### src/rtl/phtime_gate_gen.sv
// -----------------------------------------------------------------------------
// phtime_gate_gen
//
// Time base and gate sequencer for the frequency*time phase multiplier.
// Timed pulse commands {start time, length, phase-reset flag} arrive over a
// valid/ready handshake and wait in a small FIFO. Each one is scheduled against
// the free-running time counter. At its start time the gate asserts for
// 'length' cycles. tcnt is always the time elapsed since the last phase
// reference.
//
// Ports
//   i_clk          clock, all logic on posedge
//   i_reset        synchronous active-high reset
//   i_cmd_valid    command present
//   o_cmd_ready    queue not full (from registered count only)
//   i_cmd_tstart   absolute start time, compared modulo 2^TW with tnow
//   i_cmd_len      gate length in cycles, 0 = no-op
//   i_cmd_phrst    first gate cycle re-zeroes the phase reference
//   o_tnow         free-running time counter
//   o_tcnt         tnow - tphase (mod 2^TW), registered
//   o_gate         registered gate, aligned with o_tcnt
//   o_busy         queue non-empty or sequencer not idle
//   o_late_err     sticky: a command was examined after its start time
//
// Build option
//   PHTIME_GATE_LATE_DROP_EN: when defined, a late command is discarded
//   (no gate, no phase reset) instead of being started immediately.
//
// Timing: the FSM decides in the cycle where tnow == tstart. The gate and tcnt
// for that cycle are registered, so they appear one cycle later, when
// tnow == tstart + 1.
// -----------------------------------------------------------------------------
module phtime_gate_gen #(
    parameter int unsigned TW     = 27,
    parameter int unsigned LW     = 16,
    parameter int unsigned QDEPTH = 4
) (
    input  logic          i_clk,
    input  logic          i_reset,
    input  logic          i_cmd_valid,
    output logic          o_cmd_ready,
    input  logic [TW-1:0] i_cmd_tstart,
    input  logic [LW-1:0] i_cmd_len,
    input  logic          i_cmd_phrst,
    output logic [TW-1:0] o_tnow,
    output logic [TW-1:0] o_tcnt,
    output logic          o_gate,
    output logic          o_busy,
    output logic          o_late_err
);

    localparam int unsigned AW = (QDEPTH > 1) ? $clog2(QDEPTH) : 1;
    localparam int unsigned CW = AW + 1;
    localparam logic [CW-1:0] QFull = CW'(QDEPTH);

    typedef enum logic [1:0] {
        StIdle   = 2'd0,
        StWait   = 2'd1,
        StActive = 2'd2
    } state_e;

    // ------------------------------------------------------------------
    // Registers
    // ------------------------------------------------------------------
    state_e        r_state;
    logic [TW-1:0] r_tnow;
    logic [TW-1:0] r_tphase;
    logic [TW-1:0] r_tcnt;
    logic          r_gate;
    logic          r_late_err;

    // Command queue storage; pointers and count are the only reset state.
    logic [TW-1:0] r_q_tstart [QDEPTH];
    logic [LW-1:0] r_q_len    [QDEPTH];
    logic          r_q_phrst  [QDEPTH];
    logic [AW-1:0] r_wptr;
    logic [AW-1:0] r_rptr;
    logic [CW-1:0] r_count;

    // Command currently being scheduled / played out.
    logic [TW-1:0] r_cur_tstart;
    logic [LW-1:0] r_cur_len;
    logic          r_cur_phrst;
    // Gate cycles still owed after the current one.
    logic [LW-1:0] r_rem;
    // Set in the first ACTIVE cycle of a back-to-back reloaded command.
    logic          r_first;

    // ------------------------------------------------------------------
    // Combinational signals
    // ------------------------------------------------------------------
    logic          w_push;
    logic          w_pop;
    logic          w_q_empty;
    logic [TW-1:0] w_head_tstart;
    logic [LW-1:0] w_head_len;
    logic          w_head_phrst;
    logic [TW-1:0] w_tnow_inc;
    logic [TW-1:0] w_d;
    logic          w_active;
    logic [LW-1:0] w_rem_cur;
    logic          w_phrst_cur;
    logic          w_gate_src;
    logic          w_set_phase;
    logic          w_late_set;
    logic          w_load_cur;
    logic [LW-1:0] w_rem_d;
    logic          w_first_d;
    logic [TW-1:0] w_tphase_eff;
    state_e        w_state_d;

    assign w_q_empty     = (r_count == '0);
    assign o_cmd_ready   = (r_count != QFull);
    assign w_push        = i_cmd_valid & o_cmd_ready;
    assign w_head_tstart = r_q_tstart[r_rptr];
    assign w_head_len    = r_q_len[r_rptr];
    assign w_head_phrst  = r_q_phrst[r_rptr];
    assign w_tnow_inc    = r_tnow + TW'(1);
    // Signed modular distance to the start time; MSB set means late.
    assign w_d           = r_cur_tstart - r_tnow;

    // ------------------------------------------------------------------
    // Next-state / control
    // ------------------------------------------------------------------
    always_comb begin
        w_state_d   = r_state;
        w_pop       = 1'b0;
        w_load_cur  = 1'b0;
        w_active    = 1'b0;
        w_rem_cur   = r_rem;
        w_phrst_cur = 1'b0;
        w_gate_src  = 1'b0;
        w_set_phase = 1'b0;
        w_late_set  = 1'b0;
        w_rem_d     = r_rem;
        w_first_d   = 1'b0;

        case (r_state)
            StIdle: begin
                if (!w_q_empty) begin
                    // Zero-length commands are consumed here and never gate.
                    w_pop = 1'b1;
                    if (w_head_len != '0) begin
                        w_load_cur = 1'b1;
                        w_state_d  = StWait;
                    end
                end
            end
            StWait: begin
                if (w_d == '0) begin
                    w_active = 1'b1;
                end else if (w_d[TW-1]) begin
                    w_late_set = 1'b1;
`ifdef PHTIME_GATE_LATE_DROP_EN
                    w_state_d  = StIdle;
`else
                    w_active   = 1'b1;
`endif
                end
                w_rem_cur   = r_cur_len - LW'(1);
                w_phrst_cur = r_cur_phrst;
            end
            StActive: begin
                w_active    = 1'b1;
                w_rem_cur   = r_rem;
                w_phrst_cur = r_first & r_cur_phrst;
            end
            default: begin
                w_state_d = StIdle;
            end
        endcase

        if (w_active) begin
            w_gate_src  = 1'b1;
            w_set_phase = w_phrst_cur;
            if (w_rem_cur == '0) begin
                // Chain the next command without a gap if it starts next cycle.
                if (!w_q_empty && (w_head_tstart == w_tnow_inc) && (w_head_len != '0)) begin
                    w_pop      = 1'b1;
                    w_load_cur = 1'b1;
                    w_rem_d    = w_head_len - LW'(1);
                    w_first_d  = 1'b1;
                    w_state_d  = StActive;
                end else begin
                    w_state_d  = StIdle;
                end
            end else begin
                w_rem_d   = w_rem_cur - LW'(1);
                w_state_d = StActive;
            end
        end
    end

    // A phase reset takes effect in the same cycle so that cycle reports tcnt=0.
    assign w_tphase_eff = w_set_phase ? r_tnow : r_tphase;

    // ------------------------------------------------------------------
    // State registers
    // ------------------------------------------------------------------
    always_ff @(posedge i_clk) begin
        if (i_reset) begin
            r_state      <= StIdle;
            r_tnow       <= '0;
            r_tphase     <= '0;
            r_tcnt       <= '0;
            r_gate       <= 1'b0;
            r_late_err   <= 1'b0;
            r_wptr       <= '0;
            r_rptr       <= '0;
            r_count      <= '0;
            r_cur_tstart <= '0;
            r_cur_len    <= '0;
            r_cur_phrst  <= 1'b0;
            r_rem        <= '0;
            r_first      <= 1'b0;
        end else begin
            r_state    <= w_state_d;
            r_tnow     <= w_tnow_inc;
            r_tphase   <= w_tphase_eff;
            r_tcnt     <= r_tnow - w_tphase_eff;
            r_gate     <= w_gate_src;
            r_late_err <= r_late_err | w_late_set;
            r_rem      <= w_rem_d;
            r_first    <= w_first_d;

            if (w_load_cur) begin
                r_cur_tstart <= w_head_tstart;
                r_cur_len    <= w_head_len;
                r_cur_phrst  <= w_head_phrst;
            end

            if (w_push) begin
                r_wptr <= r_wptr + AW'(1);
            end
            if (w_pop) begin
                r_rptr <= r_rptr + AW'(1);
            end
            case ({w_push, w_pop})
                2'b10:   r_count <= r_count + CW'(1);
                2'b01:   r_count <= r_count - CW'(1);
                default: r_count <= r_count;
            endcase
        end
    end

    // Queue payload, no reset needed: validity is tracked by r_count.
    always_ff @(posedge i_clk) begin
        if (w_push) begin
            r_q_tstart[r_wptr] <= i_cmd_tstart;
            r_q_len[r_wptr]    <= i_cmd_len;
            r_q_phrst[r_wptr]  <= i_cmd_phrst;
        end
    end

    // ------------------------------------------------------------------
    // Outputs
    // ------------------------------------------------------------------
    assign o_tnow     = r_tnow;
    assign o_tcnt     = r_tcnt;
    assign o_gate     = r_gate;
    assign o_late_err = r_late_err;
    assign o_busy     = !w_q_empty || (r_state != StIdle);

endmodule

### config.mk
export PLATFORM = sky130hd
export DESIGN_NAME = phtime_gate_gen
export DESIGN_NICKNAME = d
export VERILOG_FILES = /design/src/rtl/phtime_gate_gen.sv
export SDC_FILE = /design/constraint.sdc
export NUM_CORES = 1
export LEC_CHECK = 0
export CORE_ASPECT_RATIO = 1.5
export CORE_MARGIN = 5
export CORE_UTILIZATION = 56
export CTS_BUF_LIST = sky130_fd_sc_hd__clkbuf_8
export DETAILED_ROUTE_END_ITERATION = 10
export HOLD_SLACK_MARGIN = 0.06
export PLACE_DENSITY = 0.84
export SETUP_SLACK_MARGIN = 0.5
export SLEW_MARGIN = 5
export SYNTH_ARGS = -nofsm -noshare
export SYNTH_HDL_FRONTEND = slang
export SYNTH_SLANG_ARGS = --single-unit
### constraint.sdc
create_clock -name i_clk -period 5.6 [get_ports i_clk]
set_input_delay 0.84 -clock i_clk [delete_from_list [all_inputs] [get_ports i_clk]]
set_output_delay 0.84 -clock i_clk [all_outputs]
set_load 0.03 [all_outputs]
* After elaboration in Yosys (flattened, before gate mapping)
Memory sizes are Yosys's and may differ from the RTL's. A register that Yosys moved wholly into a read port is not among the register bits.
Cells that the tools add are included.
W data, S select, Z words.
** Storage, ports and cells
- Word-level logic and storage cells :: 93
- Bits in writable memories :: 176
- Memories kept :: 3
- Bits of input ports :: 47
- Output and inout port bits :: 58
- Bits in registers :: 152
** Memory list
- r_q_tstart :: words 4, width 27, rd ports 1, clocked after Yosys merged registers in 1, write ports 1, RTL line 73 : logic [TW-1:0] r_q_tstart [QDEPTH];
- r_q_len :: words 4, width 16, rd ports 1, clocked after Yosys merged registers in 1, write ports 1, RTL line 74 : logic [LW-1:0] r_q_len [QDEPTH];
- r_q_phrst :: words 4, width 1, rd ports 1, clocked after Yosys merged registers in 1, write ports 1, RTL line 75 : logic r_q_phrst [QDEPTH];
** Cells by class
- Eq/ne operators :: 10
- Add/sub/neg operators :: 10
- Reductions and logical operators :: 15
- Mux-type cells :: 37
- Bitwise gates (word level) :: 5
** Operators with widths (count)
- $sub A27 B27 Y27 :: 2
- $mux W16 :: 3
- $sub A16 B1 Y16 const B :: 3
- $add A27 B1 Y27 const B :: 1
- $eq A27 B27 Y1 :: 1
- $logic_not A27 Y1 :: 1
- $mux W27 :: 1
- $mux W1 :: 20
- $mux W2 :: 9
- $logic_not A16 Y1 :: 1
- $reduce_bool A16 Y1 :: 1
- $ne A3 B3 Y1 const B :: 3
- $pmux W3 S2 :: 1
- $add A2 B1 Y2 const B :: 2
- $eq A2 B1 Y1 const B :: 2
- $eq A2 B2 Y1 const B :: 2
- $ne A2 B1 Y1 const B :: 2
- $pmux W1 S2 :: 2
- $pmux W2 S2 :: 1
- $reduce_bool A2 Y1 :: 2
- $add A3 B1 Y3 const B :: 1
- $logic_not A3 Y1 :: 1
- $reduce_and A3 Y1 :: 1
- $reduce_or A3 Y1 :: 1
- other kinds (10) :: 13

* Logic depth before layout (Yosys ltp)
Gate-level depths: netlist (run 1).
- Depth after elaboration :: 9
- Depth in mapped cells :: 31
- Depth with buffers taken out :: 29

* Worst setup path after synthesis (run 1)
Ideal clock, no wire load.
- Path kind :: reg2reg
- Start :: reg r_tnow[2], in the netlist o_tnow[2]
- End :: reg r_tcnt[21], in the netlist o_tcnt[21]
- Path buffers :: 3
- Period minus slack after synthesis :: 6352 ps
- Setup time :: 121 ps
- Data required time :: 5479 ps
- Stages on the path, launching flop included :: 31
- Path slack :: -752 ps
- Data arrival time :: 6230 ps
- Cells stage by stage :: dfxtp_1 clkbuf_1 inv_1 ha_1 a21o_1 a221oi_2 o221ai_2 a21o_1 a41oi_1 mux2i_1 o21ai_1 o21ai_1 nand3_1 clkbuf_1 clkbuf_1 nor2_1 a21oi_1 ha_1 a21oi_1 nor2b_1 o21ai_0 nand2b_1 a21oi_1 nor2b_1 mux2i_1 nand3_1 o21ai_0 or3_4 a311o_1 a211o_1 mux2_4
** On the way
- Cells in the longest elaborated chain, start to end :: 7
- Elaborated cells on any way between the ends :: 8
- Those cells by class :: add/sub (2); mux (5); reduce/logical (1)
** RTL lines
- start: declaration :: RTL line 66 : logic [TW-1:0] r_tnow;
- start signal: assignment :: RTL line 218 : r_tnow <= w_tnow_inc;
- $sub A27 B27 Y27 :: RTL line 120 : assign w_d = r_cur_tstart - r_tnow;
- $logic_not A27 Y1 or $mux W1 (tied branches) :: RTL line 150, 152
- $mux W1 :: RTL line 150 : if (w_d == '0) begin
- $pmux W1 S2 :: RTL line 138 : case (r_state)
- $mux W1 :: RTL line 173 : if (w_active) begin
- $mux W27 :: RTL line 195 : assign w_tphase_eff = w_set_phase ? r_tnow : r_tphase;
- $sub A27 B27 Y27 (*) :: RTL line 220 : r_tcnt <= r_tnow - w_tphase_eff;
- end signal: assignment :: RTL line 220
- end: declaration :: RTL line 68 : logic [TW-1:0] r_tcnt;
Mark *: on every way between the ends. The rest lies on a longest branch, timed or not.
A chain may end at the register's enable or synchronous reset.

* Final worst setup path (run 1)
- Start :: reg r_cur_tstart[0]
- End :: reg r_tcnt[21], in the netlist o_tcnt[21]
** On the way
- Cells in the longest elaborated chain, start to end :: 7
- Elaborated cells on any way between the ends :: 8
- Those cells by class :: add/sub (2); mux (5); reduce/logical (1)
** RTL lines
- start: declaration :: RTL line 81 : logic [TW-1:0] r_cur_tstart;
- start signal: assignment :: RTL line 227 : r_cur_tstart <= w_head_tstart;
- $sub A27 B27 Y27 (*) :: RTL line 120
- $logic_not A27 Y1 or $mux W1 (tied branches) :: RTL line 150, 152
- $mux W1 (*) :: RTL line 150
- $pmux W1 S2 (*) :: RTL line 138
- $mux W1 (*) :: RTL line 173
- $mux W27 (*) :: RTL line 195
- $sub A27 B27 Y27 (*) :: RTL line 220
Marked as above.

==> flow_summary.json, run 1 <==
{
  "status": "complete, but fails checks",
  "violations": "setup timing",
  "core-area_um2": 28900,
  "synthCells": 1542,
  "synth-seq-cells": 331,
  "dp_hpwl_um": 32000,
  "setup_viol": 2,
  "skew_ns": 0.0237,
  "vias": 13082,
  "grt_pass1_vias": 13532,
  "io_buffer_count": 104,
  "dr.pass1.iters": 9,
  "die-height_um": 220,
  "cts_sinks": 331,
  "fp-row-count": 76,
  "drc_errors": 0,
  "synth_common_cells": "nor2_1, edfxtp_1, dfxtp_1, a21oi_1, nand2_1",
  "place_congestion": 0.962,
  "place_area_um2": 19200,
  "r2r.worst_path.cells": 25,
  "hold_viol": 0,
  "cts.path.max_buffers": 3,
  "synth.distinct_cells": 71,
  "synth.net_count": 1656,
  "period_share": 1.03,
  "wire_per_inst_um": 19.4,
  "hold_path_depth": 2,
  "wl_um": 44200,
  "clkTransAtPathRegs_ns": 0.06,
  "grt_remaining_overflow": 0,
  "maxSlewViolCount": 0,
  "critical_path.max_stage_delay_ns": 0.40,
  "start_util": 0.569,
  "viasPerCell": 5.76,
  "drive_gt1_frac": 0.233,
  "slowest_stage": "a2111o_1",
  "grt_start_max_net_pins": 59,
  "grt_util_all_layers": 0.267,
  "fin_util": 0.725,
  "yosysWarnings": 0,
  "setup_slack_ns": -0.146,
  "crit_fanout": 10,
  "peakVddDrop_uv": 390,
  "path_class": "register to register",
  "slew_headroom": 0.420,
  "end_kind": "register",
  "p_leak_nw": 8.06,
  "cap_violations": 0,
  "synth.top_cell.area_share": 0.321,
  "antenna_found_initial": 0,
  "instances_no_fill": 2272,
  "cts_tree": "built",
  "fin_area_um2": 21000,
  "cts_made_buffers": 48,
  "finalCriticalPeriod_ns": 5.75,
  "synthTopCellsByArea": "edfxtp_1, dfxtp_1, mux4_2, nor2_1, ha_1",
  "htree_levels": 2,
  "critPathLaunchType": "register",
  "syn_area_per_cell_um2": 10.7,
  "cts_hold_buffers": 0,
  "clock_latency_ns": 0.60,
  "grt_pass1_wl_um": 69100,
  "diodes": 0,
  "crit_arrival_ns": 6.21,
  "pin_count": 105,
  "tightest_slew_ns": 0.862,
  "synth_ff_type": "edfxtp_1",
  "crit_required_ns": 6.07,
  "clockRootBuffer": "clkbuf_8",
  "seq_area_frac_synth": 0.510,
  "die_w_um": 150,
  "n_fill_cell": 2062,
  "clock.fmax_mhz": 174,
  "async_flop_share": 0,
  "worstHoldStart": "r_tphase[26]",
  "netlist_area_um2": 16400,
  "nets": 1957,
  "yosysTopAreaCell": "edfxtp_1",
  "synth_edf_count": 176,
  "drt-initial-drc-count": 685,
  "rsz0062_at_grt": "true",
  "power.density_nw_per_um2": 554,
  "r2r-start": "r_cur_tstart[0]",
  "startpoint": "r_cur_tstart[0]",
  "hold_class": "register to register",
  "die-area_um2": 33000,
  "dp_cells": 2143,
  "post-synth-top-count-cell": "nor2_1",
  "drtAntennaViolNets": 0,
  "area_delta_synth_final_pct": 27.4
}
cell families (layout without fill, tap and decap cells):
kind of cell	Yosys count	after routing	synth area share
mux	98	98	0.0936
fa+ha+maj	67	67	0.0524
flops	331	331	0.510
xor+xnor	117	117	0.0623
compound gates	283	283	0.107
buf+inv	124	464	0.0291
simple gates	522	522	0.146
cells in the final DEF, fill, tap and decap left out, drive strengths merged, types with 6 or more instances in the layout:
cell / netlist / routed
nand2b: 14 / 14
nand2: 89 / 89
clkdlybuf4s50: 0 / 103
ha: 64 / 64
and2: 8 / 8
nor3b: 6 / 6
dfxtp: 155 / 155
buf: 14 / 216
a41oi: 6 / 6
a211oi: 7 / 7
mux2i: 51 / 51
clkinv: 0 / 16
xnor2: 73 / 73
a21oi: 134 / 134
clkbuf: 54 / 57
o21ai: 54 / 54
a21o: 13 / 13
o21a: 7 / 7
nor4: 17 / 17
xor2: 44 / 44
or2: 8 / 8
mux4: 44 / 44
nor2b: 14 / 14
nand3: 32 / 32
and3: 18 / 18
or3: 12 / 12
o211ai: 6 / 6
edfxtp: 176 / 176
nor2: 243 / 243
a31oi: 7 / 7
nand4: 20 / 20
inv: 56 / 65
nor3: 32 / 32
per-layer routing:
layer | track usage | wire length (um) | vias up
met5 | 0 | 0 | -
met4 | 0.143 | 2520 | 0
met3 | 0.0395 | 2290 | 148
met2 | 0.495 | 23600 | 459
met1 | 0.290 | 15800 | 6274
li1 | - | - | 6201
final timing paths:
| check | endpoint | slack [ns] |
|---|---|---|
| worst max-delay path | o_tcnt[21] | -0.15 |
| worst min-delay path | r_tphase[26] | 0.47 |
| worst max register to register | o_tcnt[21] | -0.15 |
| worst min register to register | r_tphase[26] | 0.47 |
metrics by stage:
step	total power (W)	setup TNS (ns)	hold WS [ns]	setup slack (ns)
final	0.0116	-0.225	0.465	-0.146
after CTS	0.0112	-0.136	0.468	-0.0792
after floorplan	0.00683	-0.114	0.442	-0.104
after global routing	0.0123	-1.43	0.504	-0.381
after global placement	0.00840	-0.161	0.455	-0.127
after detailed placement	0.00850	-0.655	0.458	-0.247
final cells by class:
cell class / instances / area, um^2 / share of cell area
clock inverter: 32 / 259 / 0.0124
clock buffer: 57 / 785 / 0.0374
sequential: 331 / 8420 / 0.402
inverter: 56 / 210 / 0.0100
tap: 390 / 488 / 0.0233
multi-input combinational: 1087 / 8010 / 0.382
timing repair buffer: 319 / 2780 / 0.133
critical path: cells and delay by family (launching register included):
kind / cells / cell delay, ns
multiplexers: 1 / 0.29
AND/OR/NAND/NOR: 5 / 1.04
buffers and inverters: 5 / 0.53
flip-flops: 1 / 0.32
adder cells (fa/ha/maj): 3 / 0.75
AO/OA/AOI/OAI: 11 / 2.71
repair_timing:
item                       4_1_cts  5_1_grt
setup endpoints to repair       19       25
gates resized for setup         38       55
pin swaps                       24       25
buffers inserted                29       11
registers in the layout, summed over array words and instances (netlist names), named ones only:
name,cells
r_rptr,2
r_cur_len,16
r_q_len,64
r_tphase,27
r_q_tstart,108
r_cur_tstart,27
r_rem,16
o_tnow,27
o_tcnt,27
r_first,1
o_late_err,1
r_wptr,2
r_q_phrst,4
r_state,2
r_count,3
o_gate,1
r_cur_phrst,1
where the power goes:
| group | total [W] | leakage (nW) | internal (W) | switching [W] |
|---|---|---|---|---|
| registers | 0.00317 | 2.88 | 0.00292 | 0.000241 |
| clock network | 0.00206 | 0.558 | 0.00112 | 0.000935 |
| logic | 0.00638 | 4.62 | 0.00309 | 0.00329 |
(Power assumes the default switching activity.)
==> run 2, diff against run 1 <==
Settings changed: SKIP_LAST_GASP set to 1.
==> run 2 against run 1 <==
Effect of this change:
- sequential cell count did not move
- clock power about the same
- clock skew increased by 0.0033 ns
- die area unchanged
- count of clock-buffer cells in the layout unchanged
- core utilization barely moved
- cell count unchanged
- the flow still finishes with violations (setup timing)
- wire length is 0.44% lower
- design area about the same
- register-to-register slack got worse by 0.02 ns
- maximum frequency decreased by 0.30%
- largest power group unchanged
- critical path depth up 5
==> flow_summary.json, run 2 (same netlist as run 1, synthesis figures left out) <==
{
  "status": "complete, but fails checks",
  "violations": "setup timing",
  "slew_headroom": 0.422,
  "clock_latency_ns": 0.60,
  "finalCriticalPeriod_ns": 5.76,
  "rsz0062_at_grt": "true",
  "area_delta_synth_final_pct": 27.3,
  "cts.path.max_buffers": 3,
  "wl_um": 44000,
  "peakVddDrop_uv": 390,
  "dp_cells": 2143,
  "maxSlewViolCount": 0,
  "path_class": "register to register",
  "grt_pass1_vias": 13531,
  "drc_errors": 0,
  "period_share": 1.03,
  "grt_remaining_overflow": 0,
  "end_kind": "register",
  "crit_fanout": 10,
  "grt_start_max_net_pins": 59,
  "die-height_um": 220,
  "clock.fmax_mhz": 174,
  "diodes": 0,
  "clkTransAtPathRegs_ns": 0.06,
  "grt_util_all_layers": 0.267,
  "cts_made_buffers": 48,
  "cts_hold_buffers": 0,
  "start_util": 0.569,
  "critPathLaunchType": "register",
  "clockRootBuffer": "clkbuf_8",
  "pin_count": 105,
  "htree_levels": 2,
  "dp_hpwl_um": 32000,
  "grt_pass1_wl_um": 69100,
  "tightest_slew_ns": 0.860,
  "instances_no_fill": 2272,
  "cts_tree": "built",
  "n_fill_cell": 2060,
  "io_buffer_count": 104,
  "wire_per_inst_um": 19.4,
  "multiInputGateArea_um2": 7990,
  "die_w_um": 150,
  "largest_reg_flops": 108,
  "vias": 13002,
  "cap_violations": 0,
  "drive_gt1_frac": 0.232,
  "seq_area_um2": 8420,
  "critical_path.max_stage_delay_ns": 0.41,
  "dr.pass1.iters": 5,
  "drtAntennaViolNets": 0,
  "crit_top_cell": "a21oi_2",
  "core-area_um2": 28900,
  "hold_class": "register to register",
  "crit_arrival_ns": 6.23,
  "fp-row-count": 76,
  "hold_viol": 0,
  "reg_top3": "r_q_tstart: 108 flops, r_q_len: 64 flops",
  "dp_slack_ns": -0.247,
  "whs_ns": 0.465,
  "final_cell_mix": "nor2_1, buf_4, edfxtp_1, dfxtp_1, a21oi_1",
  "viasPerCell": 5.72,
  "setup_viol": 2,
  "setup_tns_ns": -0.256,
  "final_common_cell": "nor2_1",
  "drt-initial-drc-count": 705,
  "crit_required_ns": 6.07,
  "slowest_stage": "a2111o_1",
  "top_register": "r_q_tstart",
  "nets": 1957,
  "die-area_um2": 33000,
  "cts_sinks": 331,
  "power.density_nw_per_um2": 554,
  "place_congestion": 0.962,
  "setup_slack_ns": -0.163,
  "p_leak_nw": 8.06,
  "skew_ns": 0.0270,
  "antenna_found_initial": 0
}
==> run 2: cell count changes in the layout (fill, tap and decap cells not counted) <==
cell     change
a21oi_2      +1
nor3_2       -1
a21oi_4      -1
nor3_1       +1
==> run 2: layout make-up <==
type | count | share of cell area
clock buffers | 57 | 0.0375
clock inverters | 32 | 0.0124
inverters | 56 | 0.0100
multi-input cells | 1087 | 0.382
flip-flops and latches | 331 | 0.402
well taps | 390 | 0.0233
repair buffers | 319 | 0.133
==> run 2: repair_timing <==
action,CTS,global route
endpoints found under the setup margin,19,25
resized for setup,35,56
pin swaps,23,24
buffers inserted,29,11
==> run 2: stage by stage <==
step	power, W	utilization	cell area (um^2)
floorplan	0.00683	-	16600
global placement	0.00840	0.664	19200
detailed placement	0.00850	0.664	19200
CTS	0.0112	0.713	20600
global route	0.0123	0.724	20900
finish	0.0116	0.724	20900
==> run 2: worst max-delay path: cells and delay by family (launching register included) <==
family | cells | cell delay (ns)
buffers and inverters | 3 | 0.27
muxes | 2 | 0.37
DFF | 1 | 0.32
and+or+nand+nor | 9 | 1.29
adders and majority gates | 3 | 0.78
AOI/OAI and AO/OA | 13 | 2.61
==> run 2: path summary, 6_finish.rpt <==
check        slack, ns           end            start  cells after the start
min reg2reg       0.47  r_tphase[26]     r_tphase[26]                      2
max reg2reg      -0.16    o_tcnt[21]  r_cur_tstart[0]                     30
min               0.47  r_tphase[26]     r_tphase[26]                      2
max              -0.16    o_tcnt[21]  r_cur_tstart[0]                     30
==> run 2: layer usage <==
| metal | share of wire | global-route usage | routed length [um] | vias to the layer above |
|---|---|---|---|---|
| met5 | 0 | 0 | 0 | - |
| met4 | 0.054 | 0.143 | 2380 | 0 |
| met3 | 0.046 | 0.0395 | 2040 | 138 |
| met2 | 0.54 | 0.495 | 23600 | 407 |
| met1 | 0.36 | 0.290 | 16000 | 6259 |
| li1 | - | - | - | 6198 |
==> run 2: where the power goes <==
part           switching (W)  internal [W]
sequential          0.000241       0.00292
clock               0.000936       0.00112
combinational        0.00329       0.00309
total                0.00446       0.00713
